$ cat config.mk
export PLATFORM = sky130hd
export DESIGN_NAME = cordic_vector_arbiter
export DESIGN_NICKNAME = d
export VERILOG_FILES = /design/src/rtl/cordic_vector_arbiter.sv
export SDC_FILE = /design/constraint.sdc
export NUM_CORES = 1
export LEC_CHECK = 0
export ABC_AREA = 0
export ABC_CLOCK_PERIOD_IN_PS = 5910
export CAP_MARGIN = 10
export CORE_AREA = 2 2 205 207
export DETAILED_ROUTE_END_ITERATION = 10
export DIE_AREA = 0 0 207 209
export GPL_ROUTABILITY_DRIVEN = 1
export PLACE_DENSITY = 0.67
export SYNTH_ARGS = -nofsm -noshare
export SYNTH_HDL_FRONTEND = slang
export SYNTH_SLANG_ARGS = --single-unit
$ cat constraint.sdc
create_clock -name clock -period 5.91 [get_ports clock]
set_input_delay 1.182 -clock clock [delete_from_list [all_inputs] [get_ports clock]]
set_output_delay 1.182 -clock clock [all_outputs]
set_load 0.03 [all_outputs]
$ cat src/rtl/cordic_vector_arbiter.sv
// Round-robin arbiter sharing one iterative CORDIC vectoring core between two channels.
// Handles one job at a time, with a watchdog against a hung core and rejection of illegal modes.
module cordic_vector_arbiter #(
    parameter int unsigned WIDTH          = 32,
    parameter int unsigned TIMEOUT_CYCLES = 64,
    parameter int unsigned CNT_W          = 16
) (
    input  logic             clock,
    input  logic             reset,
    input  logic             req0_valid,
    output logic             req0_ready,
    input  logic [WIDTH-1:0] req0_x,
    input  logic [WIDTH-1:0] req0_y,
    input  logic [1:0]       req0_mode,
    input  logic             req1_valid,
    output logic             req1_ready,
    input  logic [WIDTH-1:0] req1_x,
    input  logic [WIDTH-1:0] req1_y,
    input  logic [1:0]       req1_mode,
    output logic             rsp0_valid,
    input  logic             rsp0_ready,
    output logic [WIDTH-1:0] rsp0_x,
    output logic [WIDTH-1:0] rsp0_y,
    output logic [WIDTH-1:0] rsp0_z,
    output logic             rsp0_err,
    output logic             rsp1_valid,
    input  logic             rsp1_ready,
    output logic [WIDTH-1:0] rsp1_x,
    output logic [WIDTH-1:0] rsp1_y,
    output logic [WIDTH-1:0] rsp1_z,
    output logic             rsp1_err,
    output logic             core_start,
    output logic [WIDTH-1:0] core_x,
    output logic [WIDTH-1:0] core_y,
    output logic [WIDTH-1:0] core_angle,
    output logic [1:0]       core_mode,
    input  logic             core_done,
    input  logic [WIDTH-1:0] core_rx,
    input  logic [WIDTH-1:0] core_ry,
    input  logic [WIDTH-1:0] core_rz,
    output logic             busy,
    output logic             owner
);

    localparam logic [1:0] ModeCircular = 2'b00;
    localparam logic [1:0] ModeLinear   = 2'b01;

    typedef enum logic [1:0] {StIdle, StIssue, StWait, StResp} state_e;

    state_e           state_q, state_d;
    logic             rr_q, rr_d;
    logic             owner_q, owner_d;
    logic [CNT_W-1:0] wd_q, wd_d;
    logic [WIDTH-1:0] cx_q, cx_d, cy_q, cy_d;
    logic [1:0]       cmode_q, cmode_d;
    logic [WIDTH-1:0] rx_q, rx_d, ry_q, ry_d, rz_q, rz_d;
    logic             err_q, err_d;

    logic             grant0, grant1;
    logic [WIDTH-1:0] sel_x, sel_y;
    logic [1:0]       sel_mode;
    logic             rsp_ready_sel;

    always_comb begin
        state_d  = state_q;
        rr_d     = rr_q;
        owner_d  = owner_q;
        wd_d     = wd_q;
        cx_d     = cx_q;
        cy_d     = cy_q;
        cmode_d  = cmode_q;
        rx_d     = rx_q;
        ry_d     = ry_q;
        rz_d     = rz_q;
        err_d    = err_q;

        // On a tie the channel named by rr_q wins.
        grant0   = (state_q == StIdle) && req0_valid && (!req1_valid || !rr_q);
        grant1   = (state_q == StIdle) && req1_valid && !grant0;
        sel_x    = grant1 ? req1_x : req0_x;
        sel_y    = grant1 ? req1_y : req0_y;
        sel_mode = grant1 ? req1_mode : req0_mode;
        rsp_ready_sel = owner_q ? rsp1_ready : rsp0_ready;

        case (state_q)
            StIdle: begin
                if (grant0 || grant1) begin
                    owner_d = grant1;
                    if (sel_mode == ModeCircular || sel_mode == ModeLinear) begin
                        cx_d    = sel_x;
                        cy_d    = sel_y;
                        cmode_d = sel_mode;
                        state_d = StIssue;
                    end else begin
                        // Illegal mode: answer immediately without touching the core.
                        rx_d    = '0;
                        ry_d    = '0;
                        rz_d    = '0;
                        err_d   = 1'b1;
                        state_d = StResp;
                    end
                end
            end
            StIssue: begin
                wd_d    = '0;
                state_d = StWait;
            end
            StWait: begin
                if (core_done) begin
                    rx_d    = core_rx;
                    ry_d    = core_ry;
                    rz_d    = core_rz;
                    err_d   = 1'b0;
                    state_d = StResp;
                end else if (wd_q == CNT_W'(TIMEOUT_CYCLES - 1)) begin
                    rx_d    = '0;
                    ry_d    = '0;
                    rz_d    = '0;
                    err_d   = 1'b1;
                    state_d = StResp;
                end else begin
                    wd_d = wd_q + 1'b1;
                end
            end
            StResp: begin
                if (rsp_ready_sel) begin
                    rr_d    = ~owner_q;
                    state_d = StIdle;
                end
            end
            default: state_d = StIdle;
        endcase
    end

    always_ff @(posedge clock or posedge reset) begin
        if (reset) begin
            state_q <= StIdle;
            rr_q    <= 1'b0;
            owner_q <= 1'b0;
            wd_q    <= '0;
            cx_q    <= '0;
            cy_q    <= '0;
            cmode_q <= '0;
            rx_q    <= '0;
            ry_q    <= '0;
            rz_q    <= '0;
            err_q   <= 1'b0;
        end else begin
            state_q <= state_d;
            rr_q    <= rr_d;
            owner_q <= owner_d;
            wd_q    <= wd_d;
            cx_q    <= cx_d;
            cy_q    <= cy_d;
            cmode_q <= cmode_d;
            rx_q    <= rx_d;
            ry_q    <= ry_d;
            rz_q    <= rz_d;
            err_q   <= err_d;
        end
    end

    assign req0_ready = grant0;
    assign req1_ready = grant1;
    assign rsp0_valid = (state_q == StResp) && !owner_q;
    assign rsp1_valid = (state_q == StResp) && owner_q;
    assign rsp0_x     = rx_q;
    assign rsp0_y     = ry_q;
    assign rsp0_z     = rz_q;
    assign rsp0_err   = err_q;
    assign rsp1_x     = rx_q;
    assign rsp1_y     = ry_q;
    assign rsp1_z     = rz_q;
    assign rsp1_err   = err_q;
    assign core_start = (state_q == StIssue);
    assign core_x     = cx_q;
    assign core_y     = cy_q;
    assign core_angle = '0;
    assign core_mode  = cmode_q;
    assign busy       = (state_q != StIdle);
    assign owner      = owner_q;

endmodule

==> results of run 1 <==
-- kinds of logic (layout without fill, tap and decap cells) --
kind of cell / Yosys count / count (layout) / share of synthesized area
AO/OA/AOI/OAI: 271 / 271 / 0.186
flip-flops: 183 / 183 / 0.448
other: 1 / 34 / 0.000367
multiplexers: 67 / 67 / 0.0656
AND/OR/NAND/NOR: 178 / 178 / 0.0874
buffers and inverters: 421 / 749 / 0.205
adder cells (fa/ha/maj): 6 / 6 / 0.00735
-- layout make-up --
cell class / instances / share of cell area
clock buffers: 21 / 0.0291
multi-input cells: 554 / 0.240
flip-flops and latches: 183 / 0.296
inverters: 205 / 0.0500
well taps: 539 / 0.0436
diodes: 2 / 0.000324
repair buffers: 513 / 0.335
clock inverters: 10 / 0.00631
-- cells in the mapped netlist, types with 2 or more instances --
master	n	area [sq um]
and2_1	2	12.5
a21boi_0	2	15.0
mux2i_1	67	671
a31oi_1	68	425
nor4_1	4	25.0
or3_1	2	12.5
clkbuf_1	59	221
buf_1	7	26.3
nor3_1	4	20.0
inv_1	205	769
and3_1	3	18.8
nand3_1	104	521
o311ai_0	3	26.3
ha_1	6	75.1
a211o_1	5	43.8
nand2_1	27	101
o221ai_1	97	850
o211ai_1	3	22.5
dfrtp_1	183	4580
a21oi_1	75	375
o21ai_0	6	30.0
or4_1	4	30.0
nand4_1	3	18.8
buf_4	129	968
buf_2	20	100
nor2b_1	3	18.8
nor2_1	15	56.3
a22o_1	3	26.3
-- layer usage --
metal / wire (um) / part of all wire / global-route usage
met3: 3020 / 0.084 / 0.0574
met4: 548 / 0.015 / 0.0392
met2: 18200 / 0.50 / 0.277
met5: 0 / 0 / 0
met1: 14200 / 0.40 / 0.189
-- state kept, by name, indices dropped and copies added (netlist names) --
register,count
rsp0_x,32
core_mode,2
rsp0_y,32
core_y,32
wd_q,16
state_q,2
core_x,32
owner,1
rsp0_err,1
rr_q,1
rsp0_z,32
-- power breakdown --
part	switching (uW)	total, uW	leakage [uW]	internal [uW]
registers	378	2060	0.00228	1690
logic	2600	4290	0.00422	1690
clock network	529	1120	0.000266	595
-- worst register-to-register path, stage by stage (launching register included) --
cell      delay, ns
dfrtp_1        0.40
inv_1          0.18
ha_4           0.50
buf_4          0.74
o21ai_0        0.43
o211ai_1       0.27
buf_4          0.89
o221ai_1       0.31
-- final timing paths --
kind | to | slack (ns) | cells after the start
min | wd_q[14] | 0.53 | 1
max | req1_ready | 1.39 | 5
max reg2reg | rsp0_x[3] | 2.01 | 7
min reg2reg | wd_q[14] | 0.53 | 1
min in group asynchronous | core_x[3] | 1.25 | 2
max in group asynchronous | wd_q[12] | 3.59 | 3
-- metrics by stage --
stage	power, uW	utilization
6_report	7480	0.375
5_1_grt	7900	0.375
4_1_cts	7530	0.373
3_5_place_dp	6370	0.360
3_3_place_gp	6300	0.360
2_1_floorplan	4780	-
==> impl_metrics.csv, run 1 <==
group,metric,value,unit
sta,rsz0062_at_grt,"false",
clock_network,cts_sinks,183,
sta,clock_skew,0.0162,ns
clock_network,clk-insertion-delay-late,0.44,ns
global_route,grt_max_degree,110,
sta,setup_slack,1.39,ns
route,ant_nets,0,
die,coreArea,41300,sq um
final_layout,fin_nets,1715,
worst_setup_path,cpPeakStageDelay,0.61,ns
clock_network,post_cts_resized,0,
route,viasPerCell,4.65,
sta,fmax,0.221,GHz
synth,synth-seq-area-share,0.448,
worst_setup_path,critPathMaxFanout,32,
worst_setup_path,endpoint_kind,"primary output",
sta,period_needed,4.52,ns
synth,ys_warn_count,0,
sta,hold_viol,0,
sta,tns,0,ns
worst_setup_path,path_class,"in2out",
synth,synth-edff-count,0,
place,dp_slack,1.36,ns
worst_setup_path,reg2reg_from,"state_q[1]",
place,routabilityCongestion,0.812,
clock_network,ctsLongestPathBuffers,2,
die,start_util,0.247,
final_layout,final_cell_mix,"501 x clkdlybuf4s50_1, 204 x inv_1, 183 x dfrtp_1",
clock_network,ctsHtreeMaxLevel,4,
worst_setup_path,arrival,3.34,ns
route,post_drt_wl_per_cell,17.8,um
place,placed_area,14900,sq um
worst_setup_path,crit_buf_inv,3,
synth,synth_area,10200,sq um
global_route,grt_use_total,0.160,
sta,slew_violations,0,
hold_path,min-delay-start,"wd_q[14]",
global_route,grt_pass1_vias,8994,
synth,synth-main-ff-cell,"dfrtp_1",
global_route,grt_antenna_before_repair,7,
status,status,"completed",
synth,syn_inst,1127,
power,power.density,483,nW/um^2
sta,period_share,0.765,
sta,finalSetupViolations,0,
worst_setup_path,critPathTopFamily,"buffers and inverters",
job,max_cap_violations,0,
global_route,grt_pass1_wl,54600,um
die,die_area,43300,sq um
synth,synth_area_per_cell,9.06,sq um
worst_setup_path,worst_path_max_delay_cell,"clkdlybuf4s50_1",
hold_path,hp-class,"reg2reg",
place,io_buffer_count,501,
clock_network,cts_tree,"done",
global_route,gr-total-overflow,0,
route,first_pass_iters,5,
route,remaining_drc_errors,0,
synth,ys_ff_latch,183,
synth,ys_async_sr_fraction,1.00,
clock_network,clkTransAtPathRegs,0.08,ns
route,drt-initial-drc-count,514,
sta,relSlewSlack,0.212,
final_layout,multiInputGateArea,3700,sq um
die,die_h,209,um
worst_setup_path,cp_common_cell,"clkdlybuf4s50_1",
worst_setup_path,start_kind,"input pin",
final_layout,drive_gt1_frac,0.0330,
power,irDropWorstVdd,0.268,mV
final_layout,mostFrequentLayoutCell,"clkdlybuf4s50_1",
route,wl,36000,um
die,boundaryPins,534,
place,dp.cells,1992,
clock_network,cts_buffers,17,
worst_setup_path,cp_data_required_time,4.73,ns
die,die_w,207,um
synth,synth_cell_type_count,46,
sta,hold_ws,0.533,ns
route,via_count,9420,
clock_network,post-cts-setup-buffers,0,
final_layout,layoutNonFillerInstCount,2027,
clock_network,cts_root_buf,"clkbuf_16",
final_layout,nFillCells,4186,
die,core.rowCount,75,
final_layout,seqCellArea,4580,sq um
clock_network,ctsHoldBuffers,0,
place,dp_hpwl,25900,um
worst_setup_path,startpoint,"req0_valid",
final_layout,syn2layout_area_growth,51.4,%
power,leakage,0.00677,uW
final_layout,final_cell_area,15500,sq um
sta,tightest_slew,1.18,ns
worst_setup_path,cp_cell_sequence,"clkdlybuf4s50_1, nor2b_1, or2_4, inv_1, clkdlybuf4s50_1",
(Power assumes the default switching activity.)
==> run 2: changes to the inputs <==
--- a/config.mk
+++ b/config.mk
@@ -6,13 +6,13 @@
 export NUM_CORES = 1
 export LEC_CHECK = 0
 export ABC_AREA = 0
-export ABC_CLOCK_PERIOD_IN_PS = 5910
+export ABC_CLOCK_PERIOD_IN_PS = 4500
 export CAP_MARGIN = 10
-export CORE_AREA = 2 2 205 207
+export CORE_AREA = 2 2 206 208
 export DETAILED_ROUTE_END_ITERATION = 10
-export DIE_AREA = 0 0 207 209
+export DIE_AREA = 0 0 208 210
 export GPL_ROUTABILITY_DRIVEN = 1
-export PLACE_DENSITY = 0.67
+export PLACE_DENSITY = 0.64
 export SYNTH_ARGS = -nofsm -noshare
 export SYNTH_HDL_FRONTEND = slang
 export SYNTH_SLANG_ARGS = --single-unit
==> constraint.sdc (replaced) <==
create_clock -name clock -period 4.5 [get_ports clock]
set_input_delay 0.9 -clock clock [delete_from_list [all_inputs] [get_ports clock]]
set_output_delay 0.9 -clock clock [all_outputs]
set_load 0.03 [all_outputs]
==> run 2 against run 1 <==
Against the previous run: count of clock-buffer cells in the layout down 1; total power up 32%; final cell count up 0.30%; first-iteration DRC count up 2.5%; flip-flop and latch count unchanged; combinational power up 32%; hold slack better by 0.011 ns; critical path depth unchanged; highest routed layer is now met5.
==> impl_metrics.csv, run 2 (synthesis results as in run 1) <==
group,metric,value,unit
place,dp.cells,1997,
die,die_area,43700,sq um
clock_network,clkTransAtPathRegs,0.08,ns
global_route,grt_pass1_vias,9241,
worst_setup_path,cp_cell_sequence,"clkdlybuf4s50_1, nor2b_1, or2_4, inv_1, clkdlybuf4s50_1",
die,boundaryPins,534,
final_layout,final_cell_mix,"501 x clkdlybuf4s50_1, 204 x inv_1, 183 x dfrtp_1",
worst_setup_path,cp_data_required_time,3.60,ns
global_route,grt_use_total,0.163,
place,routabilityCongestion,0.791,
route,drt-initial-drc-count,527,
place,dp_hpwl,26600,um
clock_network,cts_sinks,183,
sta,tightest_slew,0.850,ns
clock_network,ctsLongestPathBuffers,2,
route,post_drt_wl_per_cell,17.9,um
sta,rsz0062_at_grt,"false",
power,switchingPower,4620,uW
final_layout,syn2layout_area_growth,51.9,%
sta,period_share,0.776,
route,ant_nets,0,
clock_network,post-cts-setup-buffers,0,
clock_network,post_cts_resized,0,
global_route,grt_max_degree,98,
status,status,"completed",
power,power_frac_seq,0.273,
worst_setup_path,endpoint_kind,"primary output",
global_route,grt_pass1_wl,55400,um
global_route,gr-total-overflow,0,
die,die_w,208,um
worst_setup_path,critPathTopFamily,"buffers and inverters",
die,core.rowCount,75,
clock_network,cts_root_buf,"clkbuf_16",
power,irDropWorstVdd,0.318,mV
sta,relSlewSlack,0.433,
power,leakage,0.00680,uW
sta,clock_skew,0.0126,ns
power,p_int,5270,uW
final_layout,layoutNonFillerInstCount,2033,
power,power.density,637,nW/um^2
power,combPwrFrac,0.572,
power,p_sw_frac,0.467,
worst_setup_path,arrival,2.59,ns
sta,hold_viol,0,
sta,period_needed,3.49,ns
worst_setup_path,path_class,"in2out",
sta,fmax,0.286,GHz
sta,finalSetupViolations,0,
final_layout,drive_gt1_frac,0.0363,
worst_setup_path,critPathMaxFanout,4,
clock_network,cts_tree,"done",
worst_setup_path,rrSetupSlack,1.49,ns
worst_setup_path,cp-endpoint,"req1_ready",
power,clock_power_share,0.155,
final_layout,fin_util,0.374,
worst_setup_path,cp_common_cell,"clkdlybuf4s50_1",
worst_setup_path,worst_path_max_delay_cell,"clkdlybuf4s50_1",
sta,tns,0,ns
worst_setup_path,crit_buf_inv,3,
job,max_cap_violations,0,
place,io_buffer_count,501,
sta,slew_violations,0,
clock_network,clk-insertion-delay-late,0.46,ns
route,via_count,9465,
worst_setup_path,reg2reg_from,"state_q[0]",
die,start_util,0.246,
worst_setup_path,cpPeakStageDelay,0.60,ns
final_layout,final_cell_area,15500,sq um
hold_path,hp-class,"reg2reg",
place,placed_area,14900,sq um
worst_setup_path,start_kind,"input pin",
route,wl,36500,um
clock_network,cts_buffers,17,
final_layout,fin_nets,1718,
die,die_h,210,um
route,first_pass_iters,5,
clock_network,ctsHtreeMaxLevel,4,
die,coreArea,41500,sq um
route,remaining_drc_errors,0,
clock_network,ctsHoldBuffers,0,
route,viasPerCell,4.66,
global_route,grt_antenna_before_repair,8,
worst_setup_path,startpoint,"req0_valid",
final_layout,mostFrequentLayoutCell,"clkdlybuf4s50_1",
worst_setup_path,worstSetupPathDepth,5,
worst_setup_path,rr_endpoint,"rsp0_y[0]",
worst_setup_path,ff2ff_path_depth,7,
==> run 2: cell types whose count changed in the layout (fill, tap and decap cells not counted) <==
| cell | before | now |
|---|---|---|
| buf_12 | 3 | 5 |
| buf_16 | 2 | 0 |
| buf_4 | 7 | 10 |
| bufinv_16 | 1 | 2 |
| clkbuf_1 | 3 | 1 |
| clkbuf_8 | 1 | 2 |
| clkinv_4 | 1 | 3 |
| diode_2 | 2 | 5 |
| inv_6 | 2 | 1 |
| inv_8 | 1 | 0 |
==> run 2: layer usage <==
| layer | global-route usage | wire length, um |
|---|---|---|
| met1 | 0.196 | 14800 |
| met2 | 0.263 | 17600 |
| met3 | 0.0580 | 3090 |
| met4 | 0.0726 | 994 |
| met5 | 0 | 13 |
==> run 2: cell type report <==
cell class | count | area, sq um
inverter | 205 | 773
multi-input combinational | 554 | 3700
sequential | 183 | 4580
fill | 4176 | 26000
antenna | 5 | 12.5
timing repair buffer | 516 | 5190
clock buffer | 20 | 457
clock inverter | 11 | 125
tap | 539 | 674
==> run 2: worst min path at each step <==
stage / startpoint / endpoint / slack [ns] / cells past startpoint
final: wd_q[14] / wd_q[14] / 0.54 / 1
after detailed placement: wd_q[14] / wd_q[14] / 0.52 / 1
after floorplan: wd_q[14] / wd_q[14] / 0.47 / 1
after CTS: wd_q[14] / wd_q[14] / 0.53 / 1
after global placement: wd_q[14] / wd_q[14] / 0.51 / 1
after global routing: wd_q[14] / wd_q[14] / 0.56 / 1
==> run 2: through the flow <==
stage	setup WS (ns)	hold WS (ns)	total power [uW]
2_1_floorplan	1.25	0.473	6280
3_3_place_gp	0.975	0.508	8350
3_5_place_dp	0.900	0.517	8430
4_1_cts	0.999	0.534	10000
5_1_grt	0.945	0.555	10500
6_report	1.01	0.545	9890
==> run 2: power groups by stage <==
stage / combinational, uW / clock (uW) / sequential, uW
6_report: 5660 / 1530 / 2700
5_1_grt: 6020 / 1650 / 2790
4_1_cts: 5710 / 1580 / 2710
3_5_place_dp: 5710 / 0 / 2720
3_3_place_gp: 5650 / 0 / 2700
2_1_floorplan: 2620 / 0 / 3660
==> run 3: changes to the inputs <==
--- a/config.mk
+++ b/config.mk
@@ -6,7 +6,7 @@
 export NUM_CORES = 1
 export LEC_CHECK = 0
 export ABC_AREA = 0
-export ABC_CLOCK_PERIOD_IN_PS = 4500
+export ABC_CLOCK_PERIOD_IN_PS = 3450
 export CAP_MARGIN = 10
 export CORE_AREA = 2 2 206 208
 export DETAILED_ROUTE_END_ITERATION = 10
==> constraint.sdc (replaced) <==
create_clock -name clock -period 3.45 [get_ports clock]
set_input_delay 0.69 -clock clock [delete_from_list [all_inputs] [get_ports clock]]
set_output_delay 0.69 -clock clock [all_outputs]
set_load 0.03 [all_outputs]
==> run 3 against run 2 <==
Against the previous run: die area did not move; critical path type is now reg2out; total power up 29%; flip-flop and latch count is the same; count of clock-buffer cells in the layout is 1 higher; setup slack lost 0.79 ns; register-to-register slack lost 0.73 ns; final cell count is 0.44% higher; critical endpoint unchanged; combinational power increased by 31%; highest routed layer is now met4; global-route usage decreased by 0.077 points; hold slack worse by 0.017 ns; sequential share of layout area down 0.11 points; design area increased by 0.38%.
==> impl_metrics.csv, run 3 (synthesis results as in run 1) <==
group,metric,value,unit
status,status,"completed",
route,ant_nets,0,
worst_setup_path,reg2reg_from,"state_q[0]",
route,wl,36200,um
worst_setup_path,rrSetupSlack,0.76,ns
die,start_util,0.246,
final_layout,layoutNonFillerInstCount,2042,
sta,rsz0062_at_grt,"false",
clock_network,ctsHtreeMaxLevel,4,
route,drt-initial-drc-count,528,
power,irDropWorstVdd,0.646,mV
worst_setup_path,rr_endpoint,"rsp0_x[21]",
power,leakage,0.00683,uW
clock_network,post_cts_resized,0,
clock_network,cts_sinks,183,
global_route,grt_max_degree,109,
final_layout,nFillCells,4175,
worst_setup_path,cp_data_required_time,2.76,ns
clock_network,cts_buffers,17,
worst_setup_path,critPathMaxFanout,29,
worst_setup_path,ff2ff_path_depth,7,
clock_network,clk-insertion-delay-late,0.45,ns
global_route,grt_antenna_before_repair,7,
global_route,gr-total-overflow,0,
place,dp_hpwl,26500,um
route,remaining_drc_errors,0,
final_layout,mostFrequentLayoutCell,"clkdlybuf4s50_1",
worst_setup_path,start_kind,"flip-flop",
final_layout,syn2layout_area_growth,52.5,%
place,io_buffer_count,501,
sta,slew_violations,0,
clock_network,ctsHoldBuffers,0,
sta,tns,0,ns
clock_network,cts_tree,"done",
route,post_drt_wl_per_cell,17.7,um
final_layout,drive_gt1_frac,0.0420,
die,die_area,43700,sq um
worst_setup_path,path_class,"reg2out",
die,die_w,208,um
power,finalPower,12800,uW
worst_setup_path,endpoint_kind,"primary output",
hold_path,hp-class,"reg2reg",
die,coreArea,41500,sq um
sta,hold_viol,0,
hold_path,min-delay-start,"wd_q[14]",
final_layout,fin_nets,1727,
sta,clock_skew,0.00852,ns
sta,finalSetupViolations,0,
clock_network,post-cts-setup-buffers,0,
hold_path,hold_path_depth,1,
place,routabilityCongestion,0.822,
global_route,grt_use_total,0.162,
sta,period_needed,3.23,ns
route,via_count,9463,
global_route,grt_pass1_wl,55100,um
sta,period_share,0.936,
die,boundaryPins,534,
job,max_cap_violations,0,
sta,tightest_slew,1.05,ns
hold_path,timing.hold.worst_endpoint,"wd_q[14]",
route,first_pass_iters,5,
route,viasPerCell,4.63,
final_layout,final_cell_mix,"501 x clkdlybuf4s50_1, 204 x inv_1, 183 x dfrtp_1",
worst_setup_path,arrival,2.54,ns
power,power.density,820,nW/um^2
clock_network,cts_root_buf,"clkbuf_16",
place,dp.cells,2006,
global_route,grt_pass1_vias,9248,
clock_network,clkTransAtPathRegs,0.07,ns
sta,hold_ws,0.528,ns
die,core.rowCount,75,
clock_network,ctsLongestPathBuffers,2,
sta,fmax,0.310,GHz
sta,relSlewSlack,0.299,
die,die_h,210,um
## run 3: area by class of cell
cell class | instances | area [sq um] | share of cell area
diodes | 4 | 10.0 | 0.000643
clock buffers | 21 | 460 | 0.0296
clock inverters | 11 | 77.6 | 0.00498
inverters | 205 | 773 | 0.0496
multi-input cells | 554 | 3700 | 0.238
flip-flops and latches | 183 | 4580 | 0.294
well taps | 539 | 674 | 0.0433
repair buffers | 525 | 5300 | 0.340
## run 3: worst max-delay path: stages, from the launching register on
cell,delay (ns)
dfrtp_1,0.41
inv_1,0.17
ha_4,0.37
nand2_1,0.11
or2_4,0.26
inv_1,0.08
clkdlybuf4s50_1,0.68
## run 3: worst max path at each step
stage | startpoint | endpoint | slack [ns] | depth (start not counted)
3_3_place_gp | req0_valid | req1_ready | 0.36 | 5
4_1_cts | state_q[1] | req1_ready | 0.14 | 6
2_1_floorplan | reset | core_mode[0] | 0.41 | 1
6_report | state_q[1] | req1_ready | 0.22 | 6
5_1_grt | state_q[1] | req0_ready | 0.04 | 5
3_5_place_dp | req0_valid | req1_ready | 0.31 | 5
## run 3: metrics by stage
| step | setup WS, ns | util | area, sq um |
|---|---|---|---|
| detailed placement | 0.314 | 0.362 | 15000 |
| CTS | 0.140 | 0.375 | 15600 |
| global route | 0.0383 | 0.375 | 15600 |
| global placement | 0.355 | 0.362 | 15000 |
| finish | 0.221 | 0.376 | 15600 |
| floorplan | 0.409 | - | 10300 |
## run 3: power breakdown
group	leakage (uW)	total (uW)	internal [uW]	switching [uW]
registers	0.00228	3510	2890	627
logic	0.00429	7400	2910	4490
clock network	0.000259	1850	958	895
total	0.00683	12800	6760	6010
## run 3: layer usage
layer	global-route usage	up-vias	part of all wire	wire length, um
li1	-	4478	-	-
met1	0.192	4523	0.40	14500
met2	0.262	423	0.48	17400
met3	0.0635	39	0.092	3340
met4	0.0707	0	0.026	955
met5	0	-	0	0
